## src/rtl/dilate_3x3.sv

```systemverilog
// dilate_3x3: binary 3x3 morphological dilation (0 = feature) with
// two-stage aligned VGA timing pass-through.
//
// Parameters:
//   H_ACTIVE  active pixels per line (line-buffer depth)
//   V_ACTIVE  active lines per frame (border mask only)
//
// Ports:
//   clk, rst              pixel clock, synchronous active-high reset
//   hs, vs, de            input timing
//   h_cnt, v_cnt          input active column / line
//   bin                   input binary pixel (0 = edge/feature)
//   dilate                dilated pixel
//   dil_hs, dil_vs,
//   dil_de, dil_h_cnt,
//   dil_v_cnt             timing delayed to match dilate (2 clk)
//
// Build option:
//   DILATE_BORDER_MASK_EN  force dilate=1 where the window is incomplete
//                          (dil_h_cnt<2 or dil_v_cnt<2)

module dilate_3x3 #(
    parameter int H_ACTIVE = 1024,
    parameter int V_ACTIVE = 768
) (
    input  logic        clk,
    input  logic        rst,
    input  logic        hs,
    input  logic        vs,
    input  logic        de,
    input  logic [11:0] h_cnt,
    input  logic [11:0] v_cnt,
    input  logic        bin,
    output logic        dilate,
    output logic        dil_hs,
    output logic        dil_vs,
    output logic        dil_de,
    output logic [11:0] dil_h_cnt,
    output logic [11:0] dil_v_cnt
);

    localparam int AW = (H_ACTIVE > 1) ? $clog2(H_ACTIVE) : 1;

    // ------------------------------------------------------------
    // Line buffers: LB0 = line y-1, LB1 = line y-2 (cascade)
    // ------------------------------------------------------------
    logic          r_lb0 [H_ACTIVE];
    logic          r_lb1 [H_ACTIVE];
    logic          r_rd0;
    logic          r_rd1;

    logic [AW-1:0] w_addr;
    logic          w_in_range;
    logic          w_wr;

    assign w_addr     = h_cnt[AW-1:0];
    assign w_in_range = (h_cnt < 12'(H_ACTIVE));
    assign w_wr       = de & w_in_range;

    // RAM and its read register carry no reset. Reads return the
    // pre-write contents, so LB0 yields line y-1 while it is being
    // overwritten with line y, and that old value moves into LB1.
    always_ff @(posedge clk) begin
        if (w_wr) begin
            r_lb0[w_addr] <= bin;
            r_lb1[w_addr] <= r_lb0[w_addr];
            r_rd0         <= r_lb0[w_addr];
            r_rd1         <= r_lb1[w_addr];
        end
    end

    // ------------------------------------------------------------
    // Stage 1: input register and row-validity flags
    // ------------------------------------------------------------
    logic        r_s1_bin;
    logic        r_s1_hs;
    logic        r_s1_vs;
    logic        r_s1_de;
    logic [11:0] r_s1_h;
    logic [11:0] r_s1_v;
    logic        r_s1_row1_ok;
    logic        r_s1_row2_ok;

    always_ff @(posedge clk) begin
        if (rst) begin
            r_s1_bin     <= 1'b0;
            r_s1_hs      <= 1'b0;
            r_s1_vs      <= 1'b0;
            r_s1_de      <= 1'b0;
            r_s1_h       <= 12'd0;
            r_s1_v       <= 12'd0;
            r_s1_row1_ok <= 1'b0;
            r_s1_row2_ok <= 1'b0;
        end else begin
            r_s1_bin     <= bin;
            r_s1_hs      <= hs;
            r_s1_vs      <= vs;
            r_s1_de      <= de;
            r_s1_h       <= h_cnt;
            r_s1_v       <= v_cnt;
            r_s1_row1_ok <= (v_cnt >= 12'd1);
            r_s1_row2_ok <= (v_cnt >= 12'd2);
        end
    end

    // Rows above the top of the frame read as background so that
    // the previous frame's bottom lines never leak in.
    logic       w_tap1;
    logic       w_tap2;
    logic [2:0] w_new_col;

    assign w_tap1    = r_s1_row1_ok ? r_rd0 : 1'b1;
    assign w_tap2    = r_s1_row2_ok ? r_rd1 : 1'b1;
    assign w_new_col = {r_s1_bin, w_tap1, w_tap2};

    // ------------------------------------------------------------
    // Stage 2: 3x3 window shift register and timing
    // Each column is {row y, row y-1, row y-2}; col0 is newest.
    // ------------------------------------------------------------
    logic [2:0]  r_col0;
    logic [2:0]  r_col1;
    logic [2:0]  r_col2;
    logic        r_s2_hs;
    logic        r_s2_vs;
    logic        r_s2_de;
    logic [11:0] r_s2_h;
    logic [11:0] r_s2_v;

    // Blanking reloads every cell with background, which pads the
    // left edge of the next line and prevents wrap from the right.
    always_ff @(posedge clk) begin
        if (rst) begin
            r_col0 <= 3'b111;
            r_col1 <= 3'b111;
            r_col2 <= 3'b111;
        end else if (!r_s1_de) begin
            r_col0 <= 3'b111;
            r_col1 <= 3'b111;
            r_col2 <= 3'b111;
        end else begin
            r_col2 <= r_col1;
            r_col1 <= r_col0;
            r_col0 <= w_new_col;
        end
    end

    always_ff @(posedge clk) begin
        if (rst) begin
            r_s2_hs <= 1'b0;
            r_s2_vs <= 1'b0;
            r_s2_de <= 1'b0;
            r_s2_h  <= 12'd0;
            r_s2_v  <= 12'd0;
        end else begin
            r_s2_hs <= r_s1_hs;
            r_s2_vs <= r_s1_vs;
            r_s2_de <= r_s1_de;
            r_s2_h  <= r_s1_h;
            r_s2_v  <= r_s1_v;
        end
    end

    // ------------------------------------------------------------
    // Result
    // ------------------------------------------------------------
    logic w_win_and;
    logic w_mask;

    assign w_win_and = &{r_col2, r_col1, r_col0};

`ifdef DILATE_BORDER_MASK_EN
    assign w_mask = (r_s2_h < 12'd2) ||
                    (r_s2_v < 12'd2) ||
                    (r_s2_v >= 12'(V_ACTIVE));
`else
    assign w_mask = 1'b0;
`endif

    assign dilate    = ~r_s2_de | w_mask | w_win_and;
    assign dil_hs    = r_s2_hs;
    assign dil_vs    = r_s2_vs;
    assign dil_de    = r_s2_de;
    assign dil_h_cnt = r_s2_h;
    assign dil_v_cnt = r_s2_v;

endmodule
```

## config.mk

```make
export PLATFORM = sky130hd
export DESIGN_NAME = dilate_3x3
export DESIGN_NICKNAME = d
export VERILOG_FILES = /design/src/rtl/dilate_3x3.sv
export SDC_FILE = /design/constraint.sdc
export NUM_CORES = 2
export LEC_CHECK = 0
export BUFFER_PORTS_ARGS = -buffer_cell sky130_fd_sc_hd__buf_2
export CORE_MARGIN = 2
export CORE_UTILIZATION = 30
export DETAILED_ROUTE_END_ITERATION = 12
export PLACE_DENSITY = 0.44
export REMOVE_ABC_BUFFERS = 1
export SLEW_MARGIN = 0
export SYNTH_ARGS = -nofsm -noshare
export SYNTH_HDL_FRONTEND = slang
export SYNTH_SLANG_ARGS = --single-unit
```

## constraint.sdc

```tcl
create_clock -name clk -period 45 [get_ports clk]
set_input_delay 2.25 -clock clk [delete_from_list [all_inputs] [get_ports clk]]
set_output_delay 2.25 -clock clk [all_outputs]
set_load 0.005 [all_outputs]
```

### Yosys cells after proc, flatten, opt, wreduce, memory -nomap -nowiden

Memories as Yosys holds them, arrays and structs flattened. A register that Yosys moved wholly into a read port is not among the register bits.
Cells that the tools add are included.

* bits in registers: 67
* latch bits: 0
* RAM bits: 2048
* memory bits (read-only): 0
* input port bits: 30
* output and inout port bits: 28
* word-level logic and storage cells: 36
* memories kept: 2

* add/subtract/negate cells: 0
* $mul: 0
* div/mod/pow operators: 0
* order comparisons: 3
* eq/ne operators: 0
* shifts and indexed selects: 0
* multiplexer cells: 2
* bitwise operators: 6
* reductions and logical operators: 4

Memories
* r_lb0: depth 1024, width 1, rd ports 1, clocked after memory_dff 0, wr ports 1, RTL line 47 `logic r_lb0 [H_ACTIVE];`
* r_lb1: depth 1024, width 1, rd ports 1, clocked after memory_dff 1, wr ports 1, RTL line 48 `logic r_lb1 [H_ACTIVE];`

Operators with widths (number)
* >= comparator 12 x 1 -> 1 bit (second input constant): 1
* >= comparator 12 x 2 -> 1 bit (second input constant): 1
* less-than comparator 12 x 11 -> 1 bit (second input constant): 1
* AND reduction 9 bit: 1
* OR reduction 3 bit: 2
* inverter 1 bit: 4
* two-way mux 1 bit: 2
* OR reduction 2 bit: 1
* bitwise AND 1 bit: 1
* OR 1 bit: 1

### Longest topological paths before layout

* word-level depth: 4
* gate-level depth with buffers: 12
* mapped depth without buffers: 7

### Worst setup path before layout

Ideal clock, no wire load.

* path kind: in2reg
* start: input h_cnt[1]
* end: memory r_lb1[0] (data pin)
* setup time: 6.251 ns
* arrival time: 19.283 ns
* required time: 38.749 ns
* setup slack: 19.466 ns
* cell stages on the path: 9
* buffers on the path: 3
* path through: buf_2 -> buf_2 -> clkbuf_1 -> mux4_2 -> a2111oi_0 -> o2111ai_1 -> a32o_1 -> a22oi_1 -> nand4_1

* longest elaborated chain between the ends: 1

Ends and longest elaborated chain
* start: declaration: RTL line 31 `input logic [11:0] h_cnt,`
* memory (1024 x 1 bit)
* end: declaration: RTL line 48

No other way between the ends.

### Worst setup path after layout

* start: input h_cnt[1]
* end: memory r_lb1[764] (data pin)

The elaborated chain is that of the path after synthesis.

==> reports/qor.yml <==
outcome: "complete, no violations"
die_h_um: 536.1
multiInputGateArea_um2: 20420
syn_area_per_cell_um2: 15.90
worstHoldStart: "r_s1_bin"
synth_common_cells: "edfxtp_1, nor2_1, mux2i_1, o22ai_1, clkbuf_1"
preCtsSetupSlack_ns: 34.08
synthXorXnorAreaFrac_pct: 0
synth_area_um2: 84930
initial_core_util_pct: 30.11
cts_root_buf: "clkbuf_16"
finalNetCount: 5389
seq_area_frac_synth_pct: 74.04
port_buffers: 57
antenna_found_initial: 25
firstDrtPassIters: 6
cts_tree: "built"
post-route-period-util_pct: 22.36
hpwl_um: 151000
cts_setup_buffers: 0
synth_area_leaders: "edfxtp_1, mux2i_1, nor2_1"
crit_chain: "buf_8 -> buf_4 -> buf_4 -> buf_4 -> buf_4 -> buf_4 -> mux4_2 -> a22o_1 -> nor4b_1 -> o221ai_1 -> a32o_1 -> a22oi_1 -> nand4_1 -> buf_12 -> buf_4 -> buf_4"
num_vias: 47840
grt_max_degree: 233
ctsHoldBuffers: 0
cpMostUsedCell: "buf_4"
cts_buffers: 230
clk_path_buf_depth: 4
grt_pass1_wl_um: 384000
seqCellArea_um2: 62880
clock_sinks: 2116
power_density_nw_per_um2: 43.75
drive_gt1_share_pct: 13.66
dieArea_um2: 287400
routed_wl_um: 275800
cp.arrival_ns: 10.51
maxCapViolCount: 0
n_fill_cell: 27280
reg2regPathDepth: 10
synth_top_area_share_pct: 72.48
synth-main-ff-cell: "edfxtp_1"
track_usage_pct: 18.83
first_global_vias: 48860
worst_slack_ns: 34.94
min_period_ns: 10.06
synth_top_cell_by_area: "edfxtp_1"
rows: 195
synth_compound_area_share_pct: 3.584
hold_viol: 0
synthArstFlopShare_pct: 0
clkTransAtPathRegs_ns: 0.06
wl_per_cell_um: 29.72
area_growth_pct: 13.71
ys_warn_count: 0
power_leakage_nw: 31.17
htreeDepth: 4
syn_inst: 5341
critical_path.endpoint_type: "flop"
viasPerCell: 5.155
finalSetupViolations: 0
critPathSlowestCell: "buf_4"
synth_seq_cells: 2116
max_freq_mhz: 99.38
crit_type: "in2reg"
ctsResizeCount: 0
clk_latency_ns: 0.92
synth-edff-count: 2050
io_pins: 58
yosysMostFrequentCell: "edfxtp_1"
critPathLaunchType: "input port"
crit_start: "h_cnt[1]"
cp_slowest_stage_delay_ns: 0.76
fp.dieW_um: 536.1
synthMuxAreaShare_pct: 12.83
finalMaxSlewViolations: 0
skew_ns: 0.08202
first_iter_violations: 4457
grt_setup_unrepaired: "no"
relSlewSlack_pct: 15.26
synth-adder-area-share_pct: 0
gp_congestion: 0.7750
hold_path.class: "reg2reg"
vdd_drop_max_uv: 30.35
worst_pin_slew_ns: 1.268
drc: 0
final_antenna_net_count: 0
core-area_um2: 282000
whs_path_depth: 1
synth_top_family_by_area: "multiplexers"
worstPathRequired_ns: 45.45
crit_fanout: 232
grt_overflow: 0
synth.distinct_cells: 58
tns_ns: 0
synth_simple_gate_area_share_pct: 7.253
r2r_start: "r_lb0[931]"
==> routing by layer <==
metal | global-route usage, % | wire (um) | vias to the layer above
met2 | 32.07 | 136000 | 1428
met1 | 25.61 | 119900 | 25570
met4 | 4.157 | 5840 | 0
met5 | 0 | 0 | -
li1 | - | - | 20520
met3 | 2.354 | 14040 | 320
==> worst paths after layout <==
path,endpoint,slack [ns]
worst max-delay path,r_lb1[764],34.94
worst min-delay path,r_col0[2],0.41
worst max register to register,r_lb1[764],39.51
worst min register to register,r_col0[2],0.41
==> layout make-up <==
type	instances	area share [%]
flip-flops and latches	2116	65.11
well taps	3743	4.849
inverters	3	0.01166
clock inverters	110	0.8551
diodes	4	0.01036
clock buffers	297	6.331
multi-input cells	2788	21.14
repair buffers	220	1.687
==> report_power, final <==
part	internal (mW)	switching, mW
logic	0.0554	0.166
clock network	1.01	0.784
registers	2.21	0.000626
==> logic make-up (layout without fill, tap and decap cells) <==
| family | Yosys count | in the layout |
|---|---|---|
| DFF | 2116 | 2116 |
| and+or+nand+nor | 1456 | 1456 |
| muxes | 866 | 866 |
| AOI/OAI and AO/OA | 466 | 466 |
| buffers and inverters | 437 | 630 |
| other | 0 | 4 |
==> registers in the layout (all words and copies together) (netlist names), 3 cells and up <==
| register | count |
|---|---|
| dil_h_cnt | 12 |
| dil_v_cnt | 12 |
| r_col0 | 3 |
| r_col1 | 3 |
| r_col2 | 3 |
| r_lb0 | 1024 |
| r_lb1 | 1024 |
| r_s1_h | 12 |
| r_s1_v | 12 |
==> through the flow <==
step / utilization [%] / std cells / power (mW) / instance area (um2) / hold slack [ns]
after floorplan: - / 4907 / 2.469 / 82990 / 0.3680
after global placement: 31.78 / 8870 / 2.477 / 89620 / 0.3911
after detailed placement: 31.78 / 8870 / 2.478 / 89620 / 0.3916
after CTS: 34.24 / 9277 / 4.264 / 96570 / 0.4098
after global routing: 34.24 / 9281 / 4.348 / 96580 / 0.4102
final: 34.24 / 9281 / 4.225 / 96580 / 0.4053
==> placed cells by master (no fill, tap or decap), types with 62 or more instances in the layout <==
master / instances
clkbuf_16: 233
nor2b_1: 62
buf_4: 157
mux2i_1: 685
edfxtp_1: 2050
nor2_1: 1098
o22ai_1: 271
dfxtp_1: 66
mux4_2: 178
nand2_1: 62
o21ai_0: 62
==> critical path, delay by kind of cell <==
family | cells | cell delay [ns]
AOI/OAI and AO/OA | 4 | 1.07
buffers and inverters | 9 | 5.44
muxes | 1 | 0.43
and+or+nand+nor | 2 | 0.64
No activity file was read; power rests on OpenSTA's default activity.
